File: src/rtl/jcs_pkg.sv
// Shared definitions for the jump/interrupt control unit: opcodes, flag bit
// positions and the return-frame type.
package jcs_pkg;

  localparam logic [4:0] OP_RET  = 5'b10000;
  localparam logic [4:0] OP_CALL = 5'b10001;
  localparam logic [4:0] OP_JMP  = 5'b11000;
  localparam logic [4:0] OP_JC   = 5'b11100;
  localparam logic [4:0] OP_JNC  = 5'b11101;
  localparam logic [4:0] OP_JZ   = 5'b11110;
  localparam logic [4:0] OP_JNZ  = 5'b11111;

  localparam int FLAG_W = 4;
  localparam int FLAG_C = 0;
  localparam int FLAG_Z = 1;

  typedef enum logic {
    FT_CALL = 1'b0,
    FT_IRQ  = 1'b1
  } frame_type_e;

endpackage

File: src/rtl/jcs_stack.sv
// DEPTH-entry LIFO for return frames. Push-when-full and pop-when-empty are
// ignored and reported as single-cycle error strobes.
module jcs_stack #(
  parameter int WIDTH = 13,
  parameter int DEPTH = 4,
  localparam int CNT_W = $clog2(DEPTH + 1),
  localparam int AW    = (DEPTH > 1) ? $clog2(DEPTH) : 1
) (
  input  logic             clk,
  input  logic             reset,
  input  logic             push,
  input  logic             pop,
  input  logic [WIDTH-1:0] din,
  output logic [WIDTH-1:0] dout,
  output logic             full,
  output logic             empty,
  output logic [CNT_W-1:0] depth,
  output logic             push_err,
  output logic             pop_err
);

  logic [WIDTH-1:0] mem [DEPTH];
  logic [CNT_W-1:0] cnt;
  logic             do_push;
  logic             do_pop;
  logic [AW-1:0]    wr_idx;
  logic [AW-1:0]    top_idx;

  assign full     = (cnt == CNT_W'(DEPTH));
  assign empty    = (cnt == '0);
  assign depth    = cnt;
  assign do_pop   = pop && !empty;
  assign do_push  = push && !full && !do_pop;
  assign push_err = push && full;
  assign pop_err  = pop && empty;
  assign wr_idx   = AW'(cnt);
  assign top_idx  = AW'(cnt - CNT_W'(1));
  assign dout     = empty ? '0 : mem[top_idx];

  // NOTE: the frame storage is deliberately left out of reset; only the
  // occupancy count decides which entries are meaningful.
  always_ff @(posedge clk) begin
    if (do_push) mem[wr_idx] <= din;
  end

  // NOTE: state registers use non-blocking assignments so every flop samples
  // the pre-edge values regardless of statement order.
  always_ff @(posedge clk or negedge reset) begin
    if (!reset)       cnt <= '0;
    else if (do_pop)  cnt <= cnt - CNT_W'(1);
    else if (do_push) cnt <= cnt + CNT_W'(1);
  end

endmodule

File: src/rtl/jump_ctrl_stack.sv
// Jump/call/return decode, conditional-jump evaluation and prioritised
// interrupt entry with a hardware return stack. CALL support: JCS_CALL_EN.
module jump_ctrl_stack
  import jcs_pkg::*;
#(
  parameter int                ADDR_W     = 8,
  parameter int                INS_W      = 20,
  parameter int                DEPTH      = 4,
  parameter int                N_IRQ      = 2,
  parameter logic [ADDR_W-1:0] VEC_BASE   = 8'hF0,
  parameter int                VEC_STRIDE = 4,
  localparam int               CNT_W      = $clog2(DEPTH + 1),
  localparam int               IDX_W      = (N_IRQ > 1) ? $clog2(N_IRQ) : 1
) (
  input  logic              clk,
  input  logic              reset,
  input  logic [INS_W-1:0]  ins,
  input  logic [ADDR_W-1:0] current_address,
  input  logic [3:0]        flag_ex,
  input  logic [N_IRQ-1:0]  interrupt,
  output logic              pc_mux_sel,
  output logic [ADDR_W-1:0] jmp_loc,
  output logic              flag_restore,
  output logic [3:0]        flag_ret,
  output logic [N_IRQ-1:0]  irq_ack,
  output logic [CNT_W-1:0]  stack_depth,
  output logic              stack_err
);

  typedef struct packed {
    logic [ADDR_W-1:0]  addr;
    logic [FLAG_W-1:0]  flags;
    frame_type_e        ftype;
  } frame_t;

  localparam int FRAME_W = $bits(frame_t);

  logic [4:0]        opcode;
  logic [ADDR_W-1:0] target;
  logic              is_ret;
  logic              is_call;
  logic              jcc_taken;
  logic              accept;
  logic              push;
  logic              pop;
  frame_t            push_frame;
  frame_t            top_frame;
  logic [FRAME_W-1:0] top_raw;
  logic              full;
  logic              empty;
  logic              push_err;
  logic              pop_err;
  logic              vec_pending;
  logic [IDX_W-1:0]  vec_idx;
  logic [IDX_W-1:0]  irq_sel;
  logic [ADDR_W-1:0] vec_addr;
  logic              in_isr;
  logic              unused_ins;

  assign opcode     = ins[INS_W-1 -: 5];
  assign target     = ins[ADDR_W-1:0];
  assign is_ret     = (opcode == OP_RET);
  assign unused_ins = ^ins[INS_W-6:ADDR_W];
  assign top_frame  = frame_t'(top_raw);
  assign vec_addr   = ADDR_W'(int'(VEC_BASE) + int'(vec_idx) * VEC_STRIDE);

`ifdef JCS_CALL_EN
  assign is_call = (opcode == OP_CALL);
`else
  assign is_call = 1'b0;
`endif

  always_comb begin
    case (opcode)
      OP_JMP:  jcc_taken = 1'b1;
      OP_JC:   jcc_taken = flag_ex[FLAG_C];
      OP_JNC:  jcc_taken = !flag_ex[FLAG_C];
      OP_JZ:   jcc_taken = flag_ex[FLAG_Z];
      OP_JNZ:  jcc_taken = !flag_ex[FLAG_Z];
      default: jcc_taken = 1'b0;
    endcase
  end

  // Lowest set index wins, so scan from the top down.
  always_comb begin
    irq_sel = '0;
    for (int i = N_IRQ - 1; i >= 0; i--) begin
      if (interrupt[i]) irq_sel = IDX_W'(i);
    end
  end

  // NOTE: every output of this block gets a default first so no path leaves
  // a variable unassigned and no latch is inferred.
  always_comb begin
    pc_mux_sel   = 1'b0;
    jmp_loc      = target;
    flag_restore = 1'b0;
    flag_ret     = '0;
    irq_ack      = '0;
    push         = 1'b0;
    pop          = 1'b0;
    accept       = 1'b0;
    push_frame   = '{addr: current_address + ADDR_W'(1), flags: flag_ex, ftype: FT_CALL};

    if (vec_pending) begin
      // The decode slot holds a flushed instruction during the vector cycle.
      pc_mux_sel       = 1'b1;
      jmp_loc          = vec_addr;
      irq_ack[vec_idx] = 1'b1;
    end else if (is_ret) begin
      pop = 1'b1;
      if (!empty) begin
        pc_mux_sel = 1'b1;
        jmp_loc    = top_frame.addr;
        if (top_frame.ftype == FT_IRQ) begin
          flag_restore = 1'b1;
          flag_ret     = top_frame.flags;
        end
      end
    end else begin
      if (is_call) begin
        push       = 1'b1;
        pc_mux_sel = !full;
      end else begin
        pc_mux_sel = jcc_taken;
      end
      accept = (|interrupt) && !in_isr && !full && !is_call;
      if (accept) begin
        push       = 1'b1;
        push_frame = '{addr:  pc_mux_sel ? jmp_loc : current_address,
                       flags: flag_ex,
                       ftype: FT_IRQ};
      end
    end
  end

  always_ff @(posedge clk or negedge reset) begin
    if (!reset) begin
      vec_pending <= 1'b0;
      vec_idx     <= '0;
      in_isr      <= 1'b0;
      stack_err   <= 1'b0;
    end else begin
      vec_pending <= accept;
      if (accept) begin
        vec_idx <= irq_sel;
        in_isr  <= 1'b1;
      end else if (flag_restore) begin
        in_isr  <= 1'b0;
      end
      if (push_err || pop_err) stack_err <= 1'b1;
    end
  end

  jcs_stack #(
    .WIDTH (FRAME_W),
    .DEPTH (DEPTH)
  ) u_stack (
    .clk      (clk),
    .reset    (reset),
    .push     (push),
    .pop      (pop),
    .din      (push_frame),
    .dout     (top_raw),
    .full     (full),
    .empty    (empty),
    .depth    (stack_depth),
    .push_err (push_err),
    .pop_err  (pop_err)
  );

endmodule

File: config.mk
export PLATFORM = sky130hd
export DESIGN_NAME = jump_ctrl_stack
export DESIGN_NICKNAME = d
export VERILOG_FILES = /design/src/rtl/jcs_pkg.sv /design/src/rtl/jcs_stack.sv /design/src/rtl/jump_ctrl_stack.sv
export SDC_FILE = /design/constraint.sdc
export NUM_CORES = 1
export LEC_CHECK = 0
export ABC_AREA = 1
export CORE_MARGIN = 1
export CORE_UTILIZATION = 55
export CTS_CLUSTER_SIZE = 25
export DETAILED_ROUTE_END_ITERATION = 8
export PLACE_DENSITY = 0.82
export REMOVE_ABC_BUFFERS = 1
export SLEW_MARGIN = 40
export SYNTH_ARGS = -nofsm -noshare
export SYNTH_HDL_FRONTEND = slang
export SYNTH_HIERARCHICAL = 1
export SYNTH_SLANG_ARGS = --single-unit
File: constraint.sdc
create_clock -name clk -period 8.56 [get_ports clk]
set_input_delay 1.284 -clock clk [delete_from_list [all_inputs] [get_ports clk]]
set_output_delay 1.284 -clock clk [all_outputs]
set_load 0.03 [all_outputs]
**Word level (Yosys, flattened, before mapping)**

Memory sizes are Yosys's and may differ from the RTL's.
Index checks and enable logic that the tools add are counted.

- Register bits after elaboration: 7
- Bits in writable memories: 52
- Input port bits: 36
- Output and inout port bits: 20
- Word-level logic and storage cells: 78
- Memories kept: 1

Memories:

| name | words | bits a word | read ports | clocked after Yosys merged registers in | write ports | line | text |
|---|---|---|---|---|---|---|---|
| u_stack.mem | 4 | 13 | 1 | 0 | 1 | jcs_stack.sv:22 | `logic [WIDTH-1:0] mem [DEPTH];` |

- Add/subtract/negate cells: 4
- Magnitude comparators: 2
- Eq/ne operators: 7
- Muxes and demuxes: 40
- Reduce and logical (&&, ||, !) cells: 19

Operator list:

| kind | count |
|---|---|
| 13-bit two-way mux | 4 |
| 8-bit two-way mux | 4 |
| 5-bit equality test (second input constant) | 6 |
| 1-bit two-way mux | 23 |
| 4-bit two-way mux | 4 |
| 8-bit by 1-bit adder with 8-bit output (second input constant) | 1 |
| 8-bit by 3-bit adder with 8-bit output (first input constant) | 1 |
| 1-bit logical AND | 8 |
| 1-bit zero test | 6 |
| 3-bit two-way mux | 2 |
| 1-bit one-hot mux with 5 select lines | 1 |
| 2-bit nonzero test | 2 |
| 3-bit by 1-bit adder with 3-bit output (second input constant) | 1 |
| 3-bit equality test (second input constant) | 1 |
| 3-bit zero test | 1 |
| 3-bit by 1-bit subtractor with 3-bit output (second input constant) | 1 |
| 1-bit by 2-bit < comparator with 1-bit output (second input constant) | 1 |
| 2-bit two-way mux | 1 |
| 2-bit OR reduction | 1 |
| 1-bit demux with 1-bit select | 1 |
| 1-bit >= comparator (second input constant) | 1 |
| 1-bit logical OR | 1 |

**Depth between registers and ports, before layout**

- Depth in word-level cells: 10
- Mapped depth: 15
- Gate-level depth less buffers: 12

**Hierarchy**

Netlist, hierarchy kept.

Modules (own cells, without submodules):

| module | times used | cells each | area an instance (um^2) | seq. area each (um^2) |
|---|---|---|---|---|
| jcs_stack | 1 | 251 | 2,551.2 | 1,636.6 |
| jump_ctrl_stack | 1 | 147 | 784.5 | 100.1 |

**Worst setup path before layout**

No wires, ideal clock.

- Path type: flip-flop to output port
- From: reg u_stack.cnt[0] (netlist: u_stack/depth[0])
- To: out jmp_loc[2]
- Data arrival time: 2,494 ps
- Data required time: 7,276 ps
- Path slack: 4,782 ps
- Cell stages (with the launch flop): 10
- Buffers on the path: 3
- Path through: dfrtp_1 buf_6 inv_4 buf_6 ha_1 ha_1 buf_1 a21oi_2 nor2_1 o21ai_0

RTL lines:

| item | line | text |
|---|---|---|
| start: declaration | jcs_stack.sv:23 | `logic [CNT_W-1:0] cnt;` |
| start signal: assignment | jcs_stack.sv:50 | `else if (do_pop) cnt <= cnt - CNT_W'(1);` |
| start signal: assignment | jcs_stack.sv:51 | `else if (do_push) cnt <= cnt + CNT_W'(1);` |
| end: declaration | jump_ctrl_stack.sv:22 | `output logic [ADDR_W-1:0] jmp_loc,` |

==> flow_metrics.env <==
export IMPL_netlist_instances=398
export IMPL_wl_per_cell_um=14.8
export IMPL_preCtsSetupSlack_ns=3.82
export IMPL_start_util_pct=58.8
export IMPL_clock_latency_ns=0.34
export IMPL_synth_xor_area_share_pct=1.05
export IMPL_port_buffers=48
export IMPL_synth_area_mm2=0.00334
export IMPL_status="finished, final reports clean"
export IMPL_skew_ns=0.00676
export IMPL_ys_warn_count=6
export IMPL_worstPathArrival_ns=3.68
export IMPL_clk_pin_slew_ns=0.07
export IMPL_cts_sinks=59
export IMPL_grt_pass1_wl_um=12600
export IMPL_cp_slowest_stage_delay_ns=0.68
export IMPL_muxShareOfSynthArea_pct=0
export IMPL_num_rows=27
export IMPL_rsz0062_at_grt="no"
export IMPL_max_freq_mhz=201
export IMPL_end_kind="output port"
export IMPL_dieWidth_um=79.9
export IMPL_drv_cap=0
export IMPL_drt_iter0_markers=234
export IMPL_p_leak_nw=1.87
export IMPL_dr_pass1_iters=4
export IMPL_grt_pass1_vias=2702
export IMPL_antenna_left=0
export IMPL_hold_slack_ns=0.477
export IMPL_tns_ns=0
export IMPL_fillers=449
export IMPL_num_io_pins=56
export IMPL_postRouteWirelength_um=7780
export IMPL_period_needed_ns=4.97
export IMPL_antenna_found_initial=0
export IMPL_relSlewSlack_pct=58.9
export IMPL_synth_adder_area_share_pct=2.63
export IMPL_clk_path_buf_depth=2
export IMPL_crit_top_cell="nor2_1"
export IMPL_hpwl_um=5070
export IMPL_grt_max_degree=32
export IMPL_route_detailed_drc=0
export IMPL_ctsHtreeMaxLevel=3
export IMPL_numCtsBuffers=9
export IMPL_die_y_um=79.9
export IMPL_avgSynthCellArea_um2=8.38
export IMPL_diodes=0
export IMPL_hold_violations=0
export IMPL_synth_top_family_by_area="simple AND/OR/NAND/NOR gates"
export IMPL_wl_met3_um=507
export IMPL_final_cell_area_mm2=0.00401
export IMPL_placed_area_mm2=0.00385
export IMPL_yosys_area_share_simple_pct=27.8
export IMPL_critPathMaxFanout=31
export IMPL_multi_input_area_mm2=0.00119
export IMPL_whs_endpoint="stack_err"
export IMPL_die_area_mm2=0.00638
export IMPL_wl_met2_um=4160
export IMPL_root_buffer="clkbuf_8"
export IMPL_final_cell_count_no_fill=527
export IMPL_cts_resized=0
export IMPL_path_buf_inv=5
export IMPL_cp_top_family="buffers and inverters"
export IMPL_track_usage_pct=27.2
export IMPL_cts_hold_buffers_added=0
export IMPL_rrSetupSlack_ns=5.67
export IMPL_setup_ws_ns=3.59
export IMPL_gr_total_overflow=0
export IMPL_crit_slowest_cell="clkdlybuf4s50_1"
export IMPL_vias=2804
export IMPL_synth_compound_area_share_pct=4.05
export IMPL_start_kind="register"
export IMPL_reg2reg_to="u_stack/mem[2][9]"
export IMPL_place_inst=511
export IMPL_highest_layer="met4"
export IMPL_ff2ff_path_depth=11
export IMPL_ys_ff_latch=59
export IMPL_report_final_slew_viol_count=0
export IMPL_cts_tree="done"
export IMPL_required_ns=7.28
export IMPL_area_growth_syn_to_layout_pct=20.3
export IMPL_powerDensity_mw_per_mm2=281
export IMPL_synth_seq_area_share_pct=52.1
export IMPL_worst_pin_slew_ns=0.616
export IMPL_ir_worst_vdd_v=0.000231
export IMPL_core_mm2=0.00568
export IMPL_post_cts_buffers=0
export IMPL_min_from="stack_err"
export IMPL_cp_cell_sequence="buf_4 -> inv_4 -> ha_1 -> inv_2 -> nand3_1 -> a21oi_1 -> inv_1 -> nor2_1 -> nand2_1 -> nor2_1 -> clkdlybuf4s50_1"
export IMPL_drive_gt1_share_pct=9.67
export IMPL_finalNetCount=493
export IMPL_place_gp_congestion=0.837
export IMPL_vias_per_cell=5.32
export IMPL_yosysUniqueCellTypes=28
export IMPL_r2r_start="u_stack/depth[0]"
export IMPL_hp_class="register to register"
export IMPL_critPathKind="register to output port"
export IMPL_finalCritPeriodShare_pct=58.0
export IMPL_hold_depth=1
export IMPL_setup_viol=0
export IMPL_routedLengthMet1_um=2980
export IMPL_regArea_mm2=0.00174
[how the worst max path moves through the flow]
| stage | endpoint | from | cells past startpoint | slack [ns] |
|---|---|---|---|---|
| 3_3_place_gp | flag_ret[0] | ins[15] | 7 | 3.87 |
| 3_5_place_dp | flag_ret[0] | ins[15] | 7 | 3.82 |
| 5_1_grt | flag_ret[1] | u_stack/depth[0] | 11 | 3.39 |
| 2_1_floorplan | jmp_loc[2] | u_stack/depth[0] | 7 | 4.35 |
| 6_report | flag_ret[0] | u_stack/depth[0] | 11 | 3.59 |
| 4_1_cts | flag_ret[0] | u_stack/depth[0] | 11 | 3.55 |
[power breakdown]
part           internal (mW)  leakage (nW)  switching [mW]
combinational          0.179          1.23           0.360
clock                  0.100        0.0836           0.106
sequential             0.365         0.555          0.0155
[registers in the layout, indices dropped and copies added (netlist names)]
signal,count
vec_pending,1
vec_idx,1
in_isr,1
u_stack/depth,3
u_stack/mem,52
stack_err,1
[cells in the final DEF, fill, tap and decap left out, types with 3 or more instances in the layout]
cell,synthesis,final
ha_1,7,6
nor2_1,30,30
dfrtp_1,7,7
buf_4,1,5
nand2_1,113,113
clkinv_2,0,4
clkdlybuf4s50_1,0,48
o21ai_0,7,7
clkinv_1,1,3
inv_1,80,80
nand3_2,3,3
xor2_1,4,4
clkbuf_8,0,9
edfxtp_1,52,52
nand2_2,5,5
nand3_1,45,45
a21oi_2,4,4
a21oi_1,13,13
[Yosys cell counts]
master	n	area, um^2
nand3b_1	2	15.0
dfrtp_1	7	175
buf_2	4	20.0
a21oi_2	4	35.0
xor2_1	4	35.0
nand3_2	3	30.0
nand3_4	2	35.0
ha_1	7	87.6
clkbuf_1	1	3.75
nand3_1	45	225
o21ai_0	7	35.0
nor2_1	30	113
clkinv_1	1	3.75
nand2_2	5	31.3
inv_4	2	12.5
edfxtp_1	52	1560
nor3_2	1	10.0
nand2_1	113	424
nor2_4	1	11.3
or2_2	2	12.5
buf_1	1	3.75
a21oi_1	13	65.1
buf_6	5	56.3
nor2_2	2	12.5
inv_1	80	300
buf_4	1	7.51
or3_1	1	6.26
inv_2	2	7.51
[metrics by stage]
stage	power (mW)	util, %
2_1_floorplan	0.745	-
3_3_place_gp	0.898	67.9
3_5_place_dp	0.917	67.9
4_1_cts	1.13	70.7
5_1_grt	1.20	70.7
6_report	1.13	70.7
[routing by layer]
layer / GRT usage [%] / up-vias
li1: - / 1350
met1: 31.7 / 1319
met2: 48.5 / 119
met3: 4.34 / 16
met4: 13.0 / 0
met5: 0 / -
[cell type report]
type,instances,share of cell area [%]
sequential,59,43.3
multi-input combinational,242,29.6
timing repair buffer,53,12.9
inverter,85,8.07
clock buffer,9,3.09
tap,72,2.24
clock inverter,7,0.873
[cell families after synthesis]
| kind of cell | count (synthesis) |
|---|---|
| simple gates | 207 |
| buf+inv | 97 |
| flops | 59 |
| compound gates | 24 |
| fa+ha+maj | 7 |
| xor+xnor | 4 |
Note: power is estimated with default switching activity, not from simulation.
